==> config.mk <==
export PLATFORM = sky130hd
export DESIGN_NAME = bf16_mul_pipe
export DESIGN_NICKNAME = d
export VERILOG_FILES = /design/src/rtl/bf16_mul_pipe.sv
export SDC_FILE = /design/constraint.sdc
export NUM_CORES = 1
export LEC_CHECK = 0
export ABC_AREA = 1
export BUFFER_PORTS_ARGS = -buffer_cell sky130_fd_sc_hd__clkbuf_2
export CAP_MARGIN = 40
export CORE_ASPECT_RATIO = 0.6
export CORE_UTILIZATION = 35
export DETAILED_ROUTE_END_ITERATION = 16
export GPL_TIMING_DRIVEN = 0
export PLACE_DENSITY_LB_ADDON = 0.12
export SLEW_MARGIN = 15
export SYNTH_ARGS = -nofsm -noshare
export SYNTH_HDL_FRONTEND = slang
export SYNTH_SLANG_ARGS = --single-unit
export TNS_END_PERCENT = 1
==> constraint.sdc <==
create_clock -name clk -period 4.65 [get_ports clk]
set_input_delay 0.465 -clock clk [delete_from_list [all_inputs] [get_ports clk]]
set_output_delay 0.465 -clock clk [all_outputs]
set_load 0.005 [all_outputs]
==> src/rtl/bf16_mul_pipe.sv <==
`default_nettype none
// ============================================================================
//  Module   : bf16_mul_pipe
//  Brief    : 3-stage pipelined bfloat16 multiplier with valid/ready flow
//             control and a frame-boundary (last) tag carried per product.
//             S1 decode, S2 mantissa multiply, S3 normalize/round/pack.
//  Options  : BF16_MUL_RNE_EN - defined: round-to-nearest-even,
//                               undefined: truncate (guard/sticky dropped).
//  Revision : 1.0 - initial release
// ============================================================================
module bf16_mul_pipe (
  input  logic        clk,
  input  logic        rst_n,
  input  logic        in_valid,
  output logic        in_ready,
  input  logic [15:0] in_a,
  input  logic [15:0] in_b,
  input  logic        in_last,
  output logic        out_valid,
  input  logic        out_ready,
  output logic [15:0] out_data,
  output logic        out_last,
  output logic [1:0]  occupancy
);

  // Result class decided at decode; anything but NUM bypasses the arithmetic.
  localparam logic [1:0] KIND_NUM  = 2'd0;
  localparam logic [1:0] KIND_ZERO = 2'd1;
  localparam logic [1:0] KIND_INF  = 2'd2;
  localparam logic [1:0] KIND_NAN  = 2'd3;
  localparam logic [9:0] BIAS      = 10'd127;

`ifdef BF16_MUL_RNE_EN
  localparam logic RNE_EN = 1'b1;
`else
  localparam logic RNE_EN = 1'b0;
`endif

  logic              w_en;
  logic [1:0]        w_occ_next;
  logic              r_s1_valid, r_s2_valid, r_s3_valid;
  logic              r_s1_last, r_s2_last;
  logic              r_s1_sign, r_s2_sign;
  logic [1:0]        r_s1_kind, r_s2_kind;
  logic signed [9:0] r_s1_exp, r_s2_exp;
  logic [6:0]        r_s1_ma, r_s1_mb;
  logic [15:0]       r_s2_prod;
  logic [15:0]       w_prod;

  // Whole pipe advances together whenever the output slot is free or draining.
  assign w_en       = !r_s3_valid || out_ready;
  assign in_ready   = w_en;
  assign out_valid  = r_s3_valid;
  assign w_occ_next = {1'b0, in_valid} + {1'b0, r_s1_valid} + {1'b0, r_s2_valid};

  logic [7:0]        w_ea, w_eb;
  logic [6:0]        w_ma, w_mb;
  logic              w_a_zero, w_b_zero, w_a_inf, w_b_inf, w_a_nan, w_b_nan;
  logic [1:0]        w_kind;
  logic signed [9:0] w_exp_sum;

  // Operand decode: classify inputs (denormals treated as zero) and bias exponents.
  always_comb begin
    w_ea      = in_a[14:7];
    w_eb      = in_b[14:7];
    w_ma      = in_a[6:0];
    w_mb      = in_b[6:0];
    w_a_zero  = (w_ea == 8'h00);
    w_b_zero  = (w_eb == 8'h00);
    w_a_inf   = (w_ea == 8'hFF) && (w_ma == 7'h00);
    w_b_inf   = (w_eb == 8'hFF) && (w_mb == 7'h00);
    w_a_nan   = (w_ea == 8'hFF) && (w_ma != 7'h00);
    w_b_nan   = (w_eb == 8'hFF) && (w_mb != 7'h00);
    w_exp_sum = $signed({2'b00, w_ea} + {2'b00, w_eb} - BIAS);
    if (w_a_nan || w_b_nan || (w_a_inf && w_b_zero) || (w_b_inf && w_a_zero))
      w_kind = KIND_NAN;
    else if (w_a_inf || w_b_inf)
      w_kind = KIND_INF;
    else if (w_a_zero || w_b_zero)
      w_kind = KIND_ZERO;
    else
      w_kind = KIND_NUM;
  end

  assign w_prod = {8'd0, 1'b1, r_s1_ma} * {8'd0, 1'b1, r_s1_mb};

  logic              w_hi, w_guard, w_sticky, w_round_up;
  logic [6:0]        w_mant;
  logic [7:0]        w_mant_rnd;
  logic signed [9:0] w_exp_norm, w_exp_fin;
  logic [15:0]       w_result;

  // Normalize, round and pack the S2 product, or select a special result.
  always_comb begin
    w_hi = r_s2_prod[15];
    if (w_hi) begin
      w_mant   = r_s2_prod[14:8];
      w_guard  = r_s2_prod[7];
      w_sticky = |r_s2_prod[6:0];
    end else begin
      w_mant   = r_s2_prod[13:7];
      w_guard  = r_s2_prod[6];
      w_sticky = |r_s2_prod[5:0];
    end
    w_exp_norm = r_s2_exp + (w_hi ? 10'sd1 : 10'sd0);
    w_round_up = RNE_EN & w_guard & (w_sticky | w_mant[0]);
    w_mant_rnd = {1'b0, w_mant} + {7'd0, w_round_up};
    // Carry out of the mantissa leaves the 7 stored bits at zero, bump exponent.
    w_exp_fin  = w_exp_norm + (w_mant_rnd[7] ? 10'sd1 : 10'sd0);
    case (r_s2_kind)
      KIND_NAN:  w_result = 16'h7FC0;
      KIND_INF:  w_result = {r_s2_sign, 8'hFF, 7'h00};
      KIND_ZERO: w_result = {r_s2_sign, 15'h0000};
      default: begin
        if (w_exp_fin >= 10'sd255)
          w_result = {r_s2_sign, 8'hFF, 7'h00};
        else if (w_exp_fin <= 10'sd0)
          w_result = {r_s2_sign, 15'h0000};
        else
          w_result = {r_s2_sign, w_exp_fin[7:0], w_mant_rnd[6:0]};
      end
    endcase
  end

  // Control state: valid/last chain, output register and occupancy count.
  always_ff @(posedge clk or negedge rst_n) begin
    if (!rst_n) begin
      r_s1_valid <= 1'b0;
      r_s2_valid <= 1'b0;
      r_s3_valid <= 1'b0;
      r_s1_last  <= 1'b0;
      r_s2_last  <= 1'b0;
      out_last   <= 1'b0;
      out_data   <= 16'h0000;
      occupancy  <= 2'd0;
    end else if (w_en) begin
      r_s1_valid <= in_valid;
      r_s2_valid <= r_s1_valid;
      r_s3_valid <= r_s2_valid;
      r_s1_last  <= in_valid & in_last;
      r_s2_last  <= r_s1_last;
      occupancy  <= w_occ_next;
      if (r_s2_valid) begin
        out_data <= w_result;
        out_last <= r_s2_last;
      end
    end
  end

  // Datapath registers for S1/S2; only loaded when a valid entry moves in.
  always_ff @(posedge clk) begin
    if (w_en && in_valid) begin
      r_s1_sign <= in_a[15] ^ in_b[15];
      r_s1_kind <= w_kind;
      r_s1_exp  <= w_exp_sum;
      r_s1_ma   <= w_ma;
      r_s1_mb   <= w_mb;
    end
    if (w_en && r_s1_valid) begin
      r_s2_sign <= r_s1_sign;
      r_s2_kind <= r_s1_kind;
      r_s2_exp  <= r_s1_exp;
      r_s2_prod <= w_prod;
    end
  end

endmodule
`default_nettype wire

======== Word level (Yosys, flattened, before mapping) ========
Cells that the tools add are included.
storage, ports and cells
  flip-flop bits (word level) ............. 80
  input bits .............................. 37
  output and inout bits ................... 21
cells by class
  $add $sub $neg .......................... 5
  $mul .................................... 1
  magnitude comparators ................... 2
  eq/ne operators ......................... 5
  multiplexer cells ....................... 7
  bitwise gates (word level) .............. 2
  reductions and logical operators ........ 23
operator list
  operator                                                                count
  16-bit case mux with 3 select lines                                     1
  15-bit 2-to-1 mux                                                       2
  8-bit == test, second input constant                                    2
  8-bit zero test                                                         2
  8-bit by 8-bit multiplier with 16-bit output                            1
  7-bit zero test                                                         2
  7-bit nonzero test                                                      2
  10-bit by 2-bit adder with 10-bit output                                1
  10-bit by 9-bit >= comparator with 1-bit output, second input constant  1
  10-bit by 1-bit <= comparator with 1-bit output, second input constant  1
  9-bit by 7-bit subtractor with 10-bit output, second input constant     1
  8-bit by 8-bit adder with 9-bit output                                  1
  1-bit logical AND                                                       8
  7-bit 2-to-1 mux                                                        1
  1-bit logical OR                                                        6
  2-bit == test, second input constant                                    2
  1-bit 2-to-1 mux                                                        3
  1-bit by 1-bit adder with 2-bit output                                  1
  2-bit by 1-bit adder with 2-bit output                                  1
  2-bit by 1-bit == test with 1-bit output, second input constant         1
  2-bit AND reduction                                                     1
  2-bit OR reduction                                                      1
  1-bit bitwise AND                                                       1
  1-bit zero test                                                         1
  1-bit bitwise XOR                                                       1

======== Logic depth before layout (Yosys ltp) ========
Gate-level depths: netlist of run 1.
  depth after elaboration ................. 6
  mapped depth ............................ 22
  mapped depth without buffers ............ 21

======== Worst setup path before layout of run 1 ========
No wires, ideal clock.
  kind .................................... register to register
  start ................................... reg r_s1_mb[6]
  end ..................................... reg r_s2_prod[13], data pin
  setup time .............................. 0.252 ns
  arrival ................................. 3.910 ns
  data required time ...................... 4.398 ns
  path slack .............................. 0.487 ns
  cell stages (with the launch flop) ...... 22
  path buffers ............................ 0
  path through ............................ edfxtp_1 nand2_1 inv_1 fa_1 inv_1 fa_1 inv_1 fa_1 inv_1 fa_1 inv_1 ha_1 nand2_1 nor2_1 a211oi_1 nand2_1 nand2_1 nand2_1 nand2_1 nand2_1 nand2_1 nand2_1
between the ends
  word-level cells in the longest chain between the ends .. 1
RTL lines
  element                                       RTL line  RTL
  from (decl)                                   46        logic [6:0] r_s1_ma, r_s1_mb;
  from (signal assigned)                        157       r_s1_mb <= w_mb;
  8-bit by 8-bit multiplier with 16-bit output  85        assign w_prod = {8'd0, 1'b1, r_s1_ma} * {8'd0, 1'b1, r_s1_mb};
  named net w_prod[13]                          48        logic [15:0] w_prod;
  to (signal assigned)                          163       r_s2_prod <= w_prod;
  to (decl)                                     47        logic [15:0] r_s2_prod;
The timed path passes the listed nets, and every way through them passes these cells.
A chain may end at the register's enable or synchronous reset.

======== Worst setup path in the final report of run 1 ========
  start ................................... reg r_s1_mb[4]
  end ..................................... reg r_s2_prod[14], data pin
Same word-level chain as after synthesis.

==> results of run 1 <==
## placed cells by master, fill, tap and decap left out, types with 4 or more instances in the layout
| cell | n |
|---|---|
| inv_1 | 140 |
| nand2_1 | 138 |
| clkbuf_2 | 57 |
| edfxtp_1 | 49 |
| ha_1 | 48 |
| nor2_1 | 40 |
| fa_1 | 37 |
| nand3_1 | 32 |
| a21oi_1 | 28 |
| dfrtp_1 | 24 |
| xor2_1 | 12 |
| clkbuf_16 | 10 |
| buf_4 | 10 |
| nor3_1 | 8 |
| nand2_2 | 8 |
| nor4_1 | 7 |
| o21ai_0 | 6 |
| o21ai_1 | 6 |
| nand4_1 | 5 |
| o21bai_1 | 5 |
| a211oi_1 | 4 |
| inv_6 | 4 |
## state kept, by name (all words and copies together), names as in the netlist, 2 cells and up
register	flops
r_s1_ma	7
occupancy	2
r_s1_mb	7
r_s2_kind	2
r_s2_prod	9
r_s1_exp	10
r_s2_exp	10
r_s1_kind	2
out_data	16
## metal layers
metal	vias to the layer above	GRT usage	wire (um)
met3	5	0.0317	492
li1	2149	-	-
met2	84	0.208	4150
met4	0	0.0339	65
met1	1837	0.239	6530
met5	-	0	0
## cell families (layout without fill, tap and decap cells)
logic type,Yosys count,in the layout,share of synthesized area
muxes,1,1,0.00181
and+or+nand+nor,247,247,0.192
adders and majority gates,86,86,0.244
DFF,73,73,0.374
AOI/OAI and AO/OA,57,57,0.0589
xor gates and xnor gates,15,15,0.0271
buffers and inverters,148,231,0.102
## timing repair
action,in CTS,in global routing
buffers inserted,0,10
gates resized for setup,0,4
endpoints found under the setup margin,0,4
## stage by stage
| stage | instance area, um2 | power, uW | util | instances |
|---|---|---|---|---|
| floorplan | 5540 | 2430 | - | 627 |
| global placement | 6080 | 2910 | 0.394 | 887 |
| detailed placement | 6110 | 2920 | 0.397 | 889 |
| CTS | 6420 | 3650 | 0.416 | 905 |
| global route | 6510 | 4060 | 0.422 | 913 |
| finish | 6510 | 3660 | 0.422 | 913 |
## area by class of cell
cell class                 count  area, um2
fill                        1571       8910
clock buffer                  11        264
sequential                    73       2070
timing repair buffer          69        390
inverter                     142        533
clock inverter                 5       41.3
multi-input combinational    406       2930
buffer                         4       23.8
tap                          203        254
## path summary, 6_finish.rpt
path / start / slack [ns] / depth (start not counted) / end
worst max-delay path: r_s1_mb[4] / 0.26 / 18 / r_s2_prod[14]
worst min-delay path: rst_n / 0.13 / 1 / out_last
worst max register to register: r_s1_mb[4] / 0.26 / 18 / r_s2_prod[14]
worst min register to register: r_s1_exp[0] / 0.41 / 0 / r_s2_exp[0]
max in group asynchronous: rst_n / 4.13 / 1 / out_data[1]
min in group clk: in_a[2] / 0.32 / 1 / r_s1_ma[2]
## where the power goes
| group | internal, uW | switching, uW |
|---|---|---|
| clock | 416 | 281 |
| sequential | 963 | 118 |
| combinational | 756 | 1120 |
==> run summary, run 1 <==
Drt drc: 0
Synth Instances: 627
Fin crit share: 0.944
Clk pin slew, worst setup/hold paths: 0.06 ns
Clock root buffer: clkbuf_16
Setup_tns: 0 ns
GRT Util Overall: 0.151
RSZ-0062 raised after global routing: no
Delay-heaviest family, CP: adder cells
Die height: 99.5 um
Synth Flop Type: edfxtp_1
MaxCap Viol Count: 0
CP required: 4.73 ns
Via count: 4,075
Rel. slew slack: 0.548
Async set-reset flop share out of synthesis: 0.329
Fin. max-slew vios: 0
Worst Slack Setup Final: 0.261 ns
Detailed Place HPWL: 9220 um
Worst-Margin Slew: 0.677 ns
Clock Path Buffers: 2
TritonCTS clock tree: built
Detailed Routing Iterations Pass 1: 4
Top-area cell type share of the netlist area: 0.266
Syn_nets: 750
Most numerous cell in the Yosys netlist: inv_1
First-pass GRT wire length: 19,300 um
Skew final: 0.00980 ns
Initial DRC count: 267
Initial core utilization: 0.359
Max Clk Rate: 228 MHz
Worst setup SP type: register
Final Hold Viols: 0
Crit-path cells: buf_4 > nand2_1 > inv_1 > fa_1 > fa_1 > fa_1 > inv_1 > fa_1 > inv_1 > ha_1 > a21oi_2 > inv_1 > a21oi_1 > inv_1 > a21oi_1 > nand2_1 > nand2_1 > nand2_1
Hold Crit Class: in -> async
FP Rows: 35
Core area: 15,400 um2
Routed WL: 11,200 um
Peak VDD IR: 0.000190 V
Power Dens Cells: 562 nW/um2
Avg WL per Cell: 12.3 um
# hold bufs at CTS: 0
Vias in the first global route: 4,004
Htree depth: 3
Fin Hold WS: 0.127 ns
Crit path max fanout: 8
WS Path Type: reg -> reg
CTS sink count: 73
#FFs+latches synth: 73
Worst-skew pair later-pin latency: 0.33 ns
Post-synth top area cell: edfxtp_1
Sequential share of the synthesized area: 0.374
Number of synthesized flops with an enable pin: 49
Initial antenna violation count: 0
Largest net degree at the start of global routing: 25
Area grow syn2layout: 17.5%
DIE AREA: 16,400 um2
Top-Level Pins: 58
Total CTS buffers: 9
GP Congestion: 0.831
YS warnings: 0
Most frequent cells after synthesis: 140 x inv_1, 139 x nand2_1, 49 x edfxtp_1, 49 x ha_1, 41 x nor2_1
Place WS: 0.113 ns
Post-route ant nets: 0
Die width: 164 um
Final min period: 4.39 ns
Share of post-route cells with drive strength above 1: 0.151
DR vias/cell: 4.46
Status: complete, no violations
Slowest cell on crit path: fa_1
PortBufs: 57
Ant. Diodes: 0
Cell variety after synth: 40
CP Data Arrival Time: 4.47 ns
Highest cell delay on the worst timing path: 0.56 ns
Crit end category: register
Final nets: 828
Synth Area per Inst: 8.84 um2
CP bufs+invs: 6
Setup Viol. Count Final: 0
Area contributors post-synth: edfxtp_1 27%, fa_1 13%, ha_1 11%, dfrtp_1 11%, inv_1 9.5%
Post-Syn Area: 5540 um2
LEAKAGE: 0.00342 uW
Critical Path Most Common Cell: inv_1
Grt total ovfl: 0
Note: power is estimated with default switching activity, not from simulation.
==> run 2, diff against run 1 <==
CORE_MARGIN = 3   (was default)
==> run 2 against run 1 <==
Against the previous run: cell area grew 0.69%; global-route usage shrank 1.1 points; sequential share of layout area shrank 0.22 points; via count grew 0.25%; clock power grew 2%; largest power group unchanged.
==> run summary, run 2 (synthesis gave the netlist of run 1 again) <==
Area grow syn2layout: 18.3%
Clock root buffer: clkbuf_16
Vias in the first global route: 4,052 (+1.2%)
CP Data Arrival Time: 4.48 ns (about the same)
Part of the power in the clock network: 0.194 (+0.003)
Post-route ant nets: 0 (unchanged)
Initial antenna violation count: 0 (unchanged)
DIE AREA: 17,400 um2 (+6.6%)
Switch share: 0.412 (-0.00349)
CP required: 4.73 ns (about the same)
Seq pwr share: 0.293 (-0.003)
Slowest cell on crit path: fa_1
Htree depth: 3 (unchanged)
Rel. slew slack: 0.585 (+0.0371)
Initial core utilization: 0.370 (+0.0106)
Die width: 168 um (+2.4%)
Fill cell count: 1,520 (-3.2%)
CP bufs+invs: 4 (-2)
Via count: 4,085 (+0.25%)
Grt total ovfl: 0 (unchanged)
Final nets: 835 (+0.85%)
Fin crit share: 0.945 (+0.00156)
Worst-Margin Slew: 0.622 ns (-0.0556 ns)
Final min period: 4.40 ns (+0.00724 ns)
Setup Viol. Count Final: 0 (unchanged)
P_int: 2160 uW (+1.1%)
Worst-skew pair later-pin latency: 0.33 ns (about the same)
Crit end category: register
GP Congestion: 0.849 (+2.1%)
Core area: 15,000 um2 (-2.9%)
Crit path max fanout: 4 (-4)
Max Clk Rate: 227 MHz (-0.16%)
Clk pin slew, worst setup/hold paths: 0.06 ns (about the same)
MaxCap Viol Count: 0 (unchanged)
Avg WL per Cell: 12.5 um (+1.9%)
Biggest register: out_data
Routed WL: 11,500 um (+2.1%)
Initial DRC count: 197 (-26%)
Total CTS buffers: 9 (unchanged)
Commonest non-fill, non-tap cell in the layout: inv_1
CTS sink count: 73 (unchanged)
Crit-path cells: buf_4 > nand2_1 > inv_1 > fa_1 > fa_1 > inv_1 > fa_1 > fa_1 > inv_1 > ha_1 > a21oi_1 > nor2_1 > a211oi_1 > nand2_1 > nand2_1 > nand2_1 > nand2_1 > nand2_1 > nand2_1 > nand2_1
Fin. max-slew vios: 0 (unchanged)
Fin Hold WS: 0.124 ns (-0.00290 ns)
Largest net degree at the start of global routing: 25 (unchanged)
Die height: 103 um (+4.0%)
Skew final: 0.0101 ns (+0.000309 ns)
Final Hold Viols: 0 (unchanged)
Drt drc: 0 (unchanged)
Critical Path Most Common Cell: nand2_1
# hold bufs at CTS: 0 (unchanged)
Most frequent cells in the layout: 140 x inv_1, 139 x nand2_1, 57 x clkbuf_2, 49 x edfxtp_1, 48 x ha_1
WS Path Type: reg -> reg
First-pass GRT wire length: 19,700 um (+2.1%)
DR vias/cell: 4.46 (about the same)
TritonCTS clock tree: built
Detailed Place HPWL: 9450 um (+2.5%)
Gate power share: 0.513 (about the same)
Power Dens Cells: 560 nW/um2 (-0.23%)
Delay-heaviest family, CP: adder cells
Peak VDD IR: 0.000205 V (+7.6%)
Largest regs: out_data (16), r_s1_exp (10), r_s2_exp (10)
Area post-placement: 6100 um2 (-0.16%)
Hold Crit Class: in -> async
Status: complete, no violations
Switching power: 1510 uW (-0.38%)
Finished Cell Area: 6550 um2 (+0.69%)
Non-filler cells, final: 915 (+0.22%)
Post-Place Cells: 884 (-0.56%)
Share of post-route cells with drive strength above 1: 0.155 (+0.00411)
PortBufs: 57 (unchanged)
FP Rows: 34 (-2.9%)
Detailed Routing Iterations Pass 1: 5 (+1)
LEAKAGE: 0.00346 uW (+1.1%)
Highest cell delay on the worst timing path: 0.56 ns (about the same)
Clock Path Buffers: 2 (unchanged)
GRT Util Overall: 0.141 (-0.0105)
Total power: 3670 uW (+0.46%)
Max reg flops: 16 (unchanged)
Top-Level Pins: 58 (unchanged)
Ant. Diodes: 0 (unchanged)
Worst setup SP type: register
## run 2: through the flow
step | util | worst slack [ns] | setup TNS [ns]
after floorplan | - | 0.487 | 0
after global placement | 0.406 | 0.123 | 0
after detailed placement | 0.408 | 0.136 | 0
after CTS | 0.429 | 0.113 | 0
after global routing | 0.438 | -0.00404 | -0.00404
final | 0.438 | 0.254 | 0
## run 2: worst reg2reg max path: cells and delay by family (launching register included)
family | cells | cell delay [ns]
buffers and inverters | 4 | 0.34
and+or+nand+nor | 9 | 0.63
adders and majority gates | 5 | 2.36
AOI/OAI and AO/OA | 2 | 0.37
DFF | 1 | 0.44
## run 2: layer usage
| layer | track usage | routed length (um) |
|---|---|---|
| met4 | 0.0226 | 54 |
| met2 | 0.186 | 4150 |
| met5 | 0 | 0 |
| met3 | 0.0353 | 539 |
| met1 | 0.230 | 6730 |
## run 2: what timing repair did
action                     4_1_cts  5_1_grt
setup endpoints to repair        0        4
buffers inserted                 0       17
resized for setup                0        1
## run 2: cell type report
type	count	area (um2)	share of cell area
Buffer	4	23.8	0.00363
Clock buffer	12	289	0.0441
Clock inverter	4	28.8	0.00439
Inverter	142	533	0.0813
Multi-Input combinational cell	406	2920	0.445
Sequential cell	73	2070	0.316
Tap cell	198	248	0.0378
Timing Repair Buffer	76	439	0.0670
## run 2: power by group through the flow
stage	Combinational [uW]	Sequential, uW	Clock (uW)
2_1_floorplan	1360	1070	0
3_3_place_gp	1820	1090	0
3_5_place_dp	1840	1090	0
4_1_cts	1860	1080	730
5_1_grt	2220	1100	761
6_report	1880	1080	711
## run 2: final timing paths
check	startpoint	endpoint	slack (ns)	depth (start not counted)
worst max-delay path	r_s1_mb[4]	r_s2_prod[15]	0.25	20
worst min-delay path	rst_n	out_last	0.12	1
worst max register to register	r_s1_mb[4]	r_s2_prod[15]	0.25	20
worst min register to register	r_s1_exp[8]	r_s2_exp[8]	0.42	0
max in group asynchronous	rst_n	out_data[4]	4.14	1
min in group clk	in_b[0]	r_s1_mb[0]	0.33	1
